==> src/rtl/four_bit_subtr.sv <==
// 4-bit registered subtractor: ripple chain of four full adders computing a + ~b + cin.
// Per-stage carries are registered alongside the difference so wider datapaths can chain it.
module four_bit_subtr (
    input  logic       clk,
    input  logic       rst,
    input  logic [3:0] a,
    input  logic [3:0] b,
    input  logic       cin,
    output logic [3:0] s,
    output logic [3:0] c
);

    logic [3:0] b_inv;
    logic [3:0] sum_p0;
    logic [3:0] k_p0;
    logic       carry;

    function automatic logic majority(input logic x, input logic y, input logic z);
        return (x & y) | (x & z) | (y & z);
    endfunction

    assign b_inv = ~b;

    always_comb begin
        sum_p0 = '0;
        k_p0   = '0;
        carry  = cin;
        for (int i = 0; i < 4; i++) begin
            sum_p0[i] = a[i] ^ b_inv[i] ^ carry;
            k_p0[i]   = majority(a[i], b_inv[i], carry);
            carry     = k_p0[i];
        end
    end

    // stage p0 -> registered outputs; reset clears both difference and carries
    always_ff @(posedge clk) begin
        if (rst) begin
            s <= 4'h0;
            c <= 4'h0;
        end else begin
            s <= sum_p0;
            c <= k_p0;
        end
    end

endmodule

==> config.mk <==
export PLATFORM = sky130hd
export DESIGN_NAME = four_bit_subtr
export DESIGN_NICKNAME = d
export VERILOG_FILES = /design/src/rtl/four_bit_subtr.sv
export SDC_FILE = /design/constraint.sdc
export NUM_CORES = 1
export LEC_CHECK = 0
export ABC_CLOCK_PERIOD_IN_PS = 1900
export CAP_MARGIN = 20
export CORE_AREA = 2 2 39 41
export CTS_CLUSTER_SIZE = 14
export DETAILED_ROUTE_END_ITERATION = 8
export DIE_AREA = 0 0 41 43
export HOLD_SLACK_MARGIN = 0.15
export PLACE_DENSITY = 0.62
export SYNTH_ARGS = -nofsm -noshare
export SYNTH_HDL_FRONTEND = slang
export SYNTH_SLANG_ARGS = --single-unit
==> constraint.sdc <==
create_clock -name clk -period 1.9 [get_ports clk]
set_input_delay 0.285 -clock clk [delete_from_list [all_inputs] [get_ports clk]]
set_output_delay 0.285 -clock clk [all_outputs]
set_load 0.02 [all_outputs]
==> summary.md, run 1 <==
| Metric | Value |
|---|---|
| Total leakage power | `0.2645 nW` |
| Syn nets | `44` |
| CTS tree | `yes` |
| Period utilisation layout | `87.06%` |
| Core area | `0.001384 mm²` |
| Seq/Total Area, Yosys | `48.67%` |
| Area leader, netlist | `dfxtp_1` |
| Worst-path clk slew | `0.05 ns` |
| Power, Total | `0.4289 mW` |
| Final nets | `68` |
| Netlist cell types | `10` |
| Worst EP required | `2.02 ns` |
| Pwr dens | `751.8 mW/mm²` |
| Crit path from | `a[1]` |
| Synthesized area | `329.1 µm²` |
| Unrepaired setup endpoints after global routing | `no` |
| Met3 Use GR | `0%` |
| Setup violators final | `0` |
| Measured slew at the worst slew-check pin | `0.2841 ns` |
| Layout fillers | `140` |
| Final min period | `1.654 ns` |
| Detail Route Antenna Nets | `0` |
| Clock buffer depth | `2` |
| CTS hold repair buffers | `0` |
| Layout cell share with drive strength beyond 1 | `23.53%` |
| CTS buffer count | `3` |
| Hold Crit Class | `in2reg` |
| Die area | `0.001763 mm²` |
| Sink Count | `8` |
| Ys async rst share | `0%` |
| Status | `completed` |
| # rows | `14` |
| Syn Inst Count | `29` |
| Largest net degree at the start of global routing | `9` |
| Critical Path AT | `1.78 ns` |
| Post-synth top area share | `48.67%` |
| Dominant cells by area after synthesis | `dfxtp_1, fa_1, nor2_1, inv_1, ha_1` |
| Seq cells post-synth | `8` |
| MaxCap Viol Count | `0` |
| Non-Filler Instances | `67` |
| Ys flop type | `dfxtp_1` |
| Most common cell in the netlist | `dfxtp_1` |
| GPL Wtd Cong | `0.6364` |
| Initial DRC Count | `1` |
| # diodes | `0` |
| CP endpoint kind | `flip-flop` |
| Met2 Use GR | `12.50%` |
| Crit path kind | `in2reg` |
| Via count | `240` |
| Drt wl/cell | `8.507 µm` |
| Fmax | `604.5 MHz` |
| Met1 Usage GRT | `8.911%` |
| Port buffer count | `18` |
| Via density | `3.582` |
| Post-synth top cells | `dfxtp_1, nor2_1, inv_1, fa_1, nor2b_1` |
| Die height | `43 µm` |
| Post-synthesis average cell area | `11.35 µm²` |
| Antenna violations before repair | `0` |
| Overall Global Routing Usage | `8.603%` |
| Drc violations | `0` |
| Num ports | `19` |
| DR pass1 iterations | `3` |
| H-Tree Depth | `1` |
| Final Instance Area | `570.5 µm²` |
| Dpl cells | `64` |
| Final Slew Violations | `0` |
| Clk Tree Root Cell | `clkbuf_4` |
| Global-route wire length before repair | `931 µm` |
| Post-synth EDFFs | `0` |
| Slew HR | `81.00%` |
| Placed cell areas | `533.0 µm²` |
| Most used routing layer | `met2` |
| Area grow syn2layout | `73.38%` |
| Fin. Hold Viols | `0` |
| Die width | `41 µm` |
| VDD IR max | `0.0001939 V` |
| Initial core utilization | `23.78%` |
| Drt total wl | `570 µm` |
| CP Launch Type | `input pin` |
| Yosys warnings | `0` |
| Worst setup path end | `s[3]` |
| GR Overflow Total | `0` |
| Number of global-route vias before repair | `250` |
| Crit Path Max Fanout | `3` |
-- power breakdown --
group | total, mW | internal (mW) | switching (mW) | leakage, nW
combinational | 0.120 | 0.0670 | 0.0526 | 0.184
clock | 0.121 | 0.0717 | 0.0489 | 0.0138
sequential | 0.189 | 0.185 | 0.00392 | 0.0667
total | 0.429 | 0.324 | 0.105 | 0.264
-- cells by family (layout without fill, tap and decap cells) --
family / after synthesis / count (layout) / synth area share (%)
xor+xnor: 1 / 1 / 2.662
fa+ha+maj: 4 / 4 / 22.05
buf+inv: 6 / 28 / 9.126
flops: 8 / 8 / 48.67
simple gates: 10 / 10 / 17.49
-- stage by stage --
step	utilization, %	TNS (ns)	setup WS, ns	hold slack (ns)
floorplan	-	0	0.2455	0.4653
global placement	38.52	-0.8917	-0.2778	1.014
detailed placement	38.52	-1.115	-0.3413	1.006
CTS	40.51	0	0.04055	0.7450
global route	41.23	0	0.1729	0.5135
finish	41.23	0	0.2458	0.5025
-- worst min-delay path by stage --
| stage | cells after the start | from | to | slack (ns) |
|---|---|---|---|---|
| final | 3 | cin | s[0] | 0.50 |
| after global routing | 3 | cin | s[0] | 0.51 |
| after CTS | 2 | rst | c[2] | 0.75 |
| after detailed placement | 2 | rst | c[2] | 1.01 |
| after global placement | 2 | rst | s[1] | 1.01 |
| after floorplan | 2 | rst | c[0] | 0.47 |
-- worst max-delay path, stage by stage --
cell and delay, ns:
clkdlybuf4s50_1 0.45, inv_1 0.05, fa_2 0.36, fa_2 0.42
xor2_1 0.15, nor2_1 0.06
-- cell type report --
type                    instances  area [µm²]  share of cell area (%)
flip-flops and latches          8       160.2                   28.07
well taps                      16       20.02                   3.509
clock buffers                   3       22.52                   3.947
repair buffers                 20       202.7                   35.53
inverters                       5       18.77                   3.289
multi-input cells              15       146.4                   25.66
-- placed cells by master, fill, tap and decap left out --
master and instances:
nor2_1 6, nor3_2 1, xor2_1 1, ha_1 1, dfxtp_1 8, fa_2 3, dlymetal6s2s_1 3, inv_1 3
clkbuf_4 3, clkdlybuf4s50_1 15, nor3b_2 1, buf_4 2, nor2b_1 2, inv_2 2
-- layer usage --
metal | share of wire (%) | wire, µm
met5 | 0 | 0
met4 | 0 | 0
met3 | 4.9 | 28
met2 | 55 | 313
met1 | 40 | 227
-- sequential cells by signal, summed over array words and instances, names as in the netlist --
register	count
c	4
s	4
-- what timing repair did --
action,in CTS,in global routing
buffers inserted,0,0
endpoints found under the setup margin,3,3
resized for setup,2,6
pin swaps,0,4
Power figures use the tool's default switching activity.
==> run 2: changes to the inputs <==
ABC_AREA = 1   (was unset)
PLACE_DENSITY = unset   (was 0.62)
PLACE_DENSITY_LB_ADDON = 0.25   (was unset)
==> summary.md, run 2 <==
| Metric | Value |
|---|---|
| Post-synth EDFFs | `0 (unchanged)` |
| Overall Global Routing Usage | `7.786% (-0.82 points)` |
| Core area | `0.001384 mm² (unchanged)` |
| Worst EP required | `2.03 ns (about the same)` |
| DP HPWL | `475.5 µm` |
| Number of global-route vias before repair | `248 (-0.80%)` |
| Crit Path Max Fanout | `2 (-1)` |
| Status | `completed` |
| Via density | `3.603 (+0.58%)` |
| Met3 WL | `46 µm (+64%)` |
| Unrepaired setup endpoints after global routing | `no` |
| Final nets | `74 (+8.8%)` |
| Met1 wire length | `232 µm (+2.2%)` |
| Fin. Hold Viols | `0 (unchanged)` |
| DR WL met2 | `271 µm (-13%)` |
| Drt total wl | `565 µm (-0.88%)` |
| Post-synthesis average cell area | `9.187 µm² (-19%)` |
| VDD IR max | `0.0002075 V (+7.0%)` |
| Total leakage power | `0.2679 nW (+1.3%)` |
| GPL Wtd Cong | `0.7120 (+12%)` |
| Layout cell share with drive strength beyond 1 | `19.30% (-4.2 points)` |
| Ys async rst share | `0% (unchanged)` |
| Most common cell in the netlist | `inv_1` |
| # rows | `14 (unchanged)` |
| Initial DRC Count | `0 (-1)` |
| DR pass1 iterations | `1 (-2)` |
| Global-route wire length before repair | `890 µm (-4.4%)` |
| Most frequent cells in the layout | `clkdlybuf4s50_1, dfxtp_1, inv_1, nor2_1, nand2_1` |
| Post-synth top cells | `inv_1, dfxtp_1, nor2_1, nand2_1, fa_1` |
| Netlist cell types | `7 (-3)` |
| Seq/Total Area, Yosys | `49.81% (+1.1 points)` |
| Synthesized area | `321.6 µm² (-2.3%)` |
| Post-synth top area share | `49.81% (+1.1 points)` |
| CP endpoint kind | `flip-flop` |
| Power, Total | `0.4276 mW (-0.31%)` |
| Clk Tree Root Cell | `clkbuf_4` |
| Drc violations | `0 (unchanged)` |
| H-Tree Depth | `1 (unchanged)` |
| Via count | `263 (+9.6%)` |
| Drt wl/cell | `7.740 µm (-9.0%)` |
| Fmax | `545.2 MHz (-9.8%)` |
| Die height | `43 µm (unchanged)` |
| Clock buffer depth | `2 (unchanged)` |
| Final Slew Violations | `0 (unchanged)` |
| Antenna violations before repair | `0 (unchanged)` |
| CTS tree | `yes` |
| Syn nets | `50 (+14%)` |
| Area grow syn2layout | `75.49%` |
| Final min period | `1.834 ns (+0.1799 ns)` |
| Worst-path clk slew | `0.05 ns (about the same)` |
| MaxCap Viol Count | `0 (unchanged)` |
| GR Overflow Total | `0 (unchanged)` |
| Largest net degree at the start of global routing | `8 (-1)` |
| Leading cell type in the layout, fill and taps excluded | `clkdlybuf4s50_1` |
| Dominant cells by area after synthesis | `dfxtp_1, fa_1, inv_1, nor2_1, nand2_1` |
| Num ports | `19 (unchanged)` |
| CTS buffer count | `3 (unchanged)` |
| Setup violators final | `0 (unchanged)` |
| Critical Path AT | `1.96 ns (+0.18 ns)` |
| Layout fillers | `151 (+7.9%)` |
| Ys flop type | `dfxtp_1` |
| Final Instance Area | `564.3 µm² (-1.1%)` |
| Highest routed layer | `met4` |
| Seq cells post-synth | `8 (unchanged)` |
| Hold Crit Class | `in2reg` |
| Port buffer count | `18 (unchanged)` |
| Detail Route Antenna Nets | `0 (unchanged)` |
| Pwr dens | `757.8 mW/mm² (+0.79%)` |
| Yosys warnings | `0 (unchanged)` |
| Area leader, netlist | `dfxtp_1` |
| Slew HR | `81.24% (+0.24 points)` |
| CTS hold repair buffers | `0 (unchanged)` |
| Die width | `41 µm (unchanged)` |
| CP Launch Type | `input pin` |
| Biggest regs | `c x4, s x4` |
| # diodes | `0 (unchanged)` |
| Placed cell areas | `521.8 µm² (-2.1%)` |
| Period utilisation layout | `96.53% (+9.5 points)` |
| Crit path kind | `in2reg` |
| Measured slew at the worst slew-check pin | `0.2805 ns (-0.003578 ns)` |
| Initial core utilization | `23.24% (-0.54 points)` |
| Sink Count | `8 (unchanged)` |
| Syn Inst Count | `35 (+21%)` |
| Die area | `0.001763 mm² (unchanged)` |
[run 2: cell count changes in the layout (fill, tap and decap cells not counted), sizes merged]
| cell | before | now |
|---|---|---|
| xor2 | 1 | 0 |
| nand2 | 0 | 6 |
| inv | 5 | 9 |
| dlymetal6s2s | 3 | 1 |
| buf | 2 | 1 |
| nor2b | 2 | 0 |
| nor3b | 1 | 0 |
| clkdlybuf4s50 | 15 | 17 |
| nor2 | 6 | 8 |
| nor3 | 1 | 0 |
[run 2: worst max-delay path, stage by stage]
cell	delay, ns
clkdlybuf4s50_1	0.48
fa_2	0.19
inv_2	0.05
fa_2	0.39
fa_2	0.54
nor2_2	0.04
[run 2: path summary, 6_finish.rpt]
kind                  start  endpoint  slack [ns]  cells past startpoint
worst max-delay path    cin      s[2]        0.07                      6
worst min-delay path   a[0]      s[0]        0.50                      4
[run 2: through the flow]
| stage | std cells | worst slack (ns) | util (%) | TNS [ns] | hold slack [ns] |
|---|---|---|---|---|---|
| after global placement | 69 | -0.2279 | 37.70 | -0.7496 | 0.9013 |
| after CTS | 72 | 0.01115 | 39.33 | 0 | 0.6593 |
| after detailed placement | 69 | -0.2398 | 37.70 | -0.7798 | 0.9091 |
| after floorplan | 35 | 0.2808 | - | 0 | 0.3517 |
| final | 73 | 0.06595 | 40.78 | 0 | 0.5011 |
| after global routing | 73 | 0.01438 | 40.78 | 0 | 0.5098 |
[run 2: cell type report]
| class | instances | area (µm²) | area share [%] |
|---|---|---|---|
| clock buffer | 3 | 22.52 | 3.991 |
| inverter | 9 | 33.78 | 5.987 |
| multi-input combinational | 18 | 137.6 | 24.39 |
| sequential | 8 | 160.2 | 28.38 |
| tap | 16 | 20.02 | 3.548 |
| timing repair buffer | 19 | 190.2 | 33.70 |
[run 2: timing repair]
item,CTS,global route
buffers inserted,0,1
endpoints found under the setup margin,0,3
resized for setup,0,7
[run 2: cell families (layout without fill, tap and decap cells)]
family,Yosys count,after routing,share of synthesized area [%]
adder cells (fa/ha/maj),4,4,22.57
buffers and inverters,9,31,10.51
flip-flops,8,8,49.80
AND/OR/NAND/NOR,14,14,17.12
[run 2: routing by layer]
layer	vias to the layer above	GRT usage (%)
met3	2	1.571
met2	10	11.88
li1	142	-
met5	-	0
met1	109	7.895
met4	0	8.000
[run 2: where the power goes]
group | leakage, nW | switching, mW | internal (mW)
clock network | 0.0138 | 0.0510 | 0.0718
registers | 0.0667 | 0.00339 | 0.184
logic | 0.187 | 0.0535 | 0.0635
==> run 3: changes to the inputs <==
TNS_END_PERCENT = 50   (was unset)
==> results of run 3 <==
No change in the layout: final DEF, timing and power equal those of run 2.
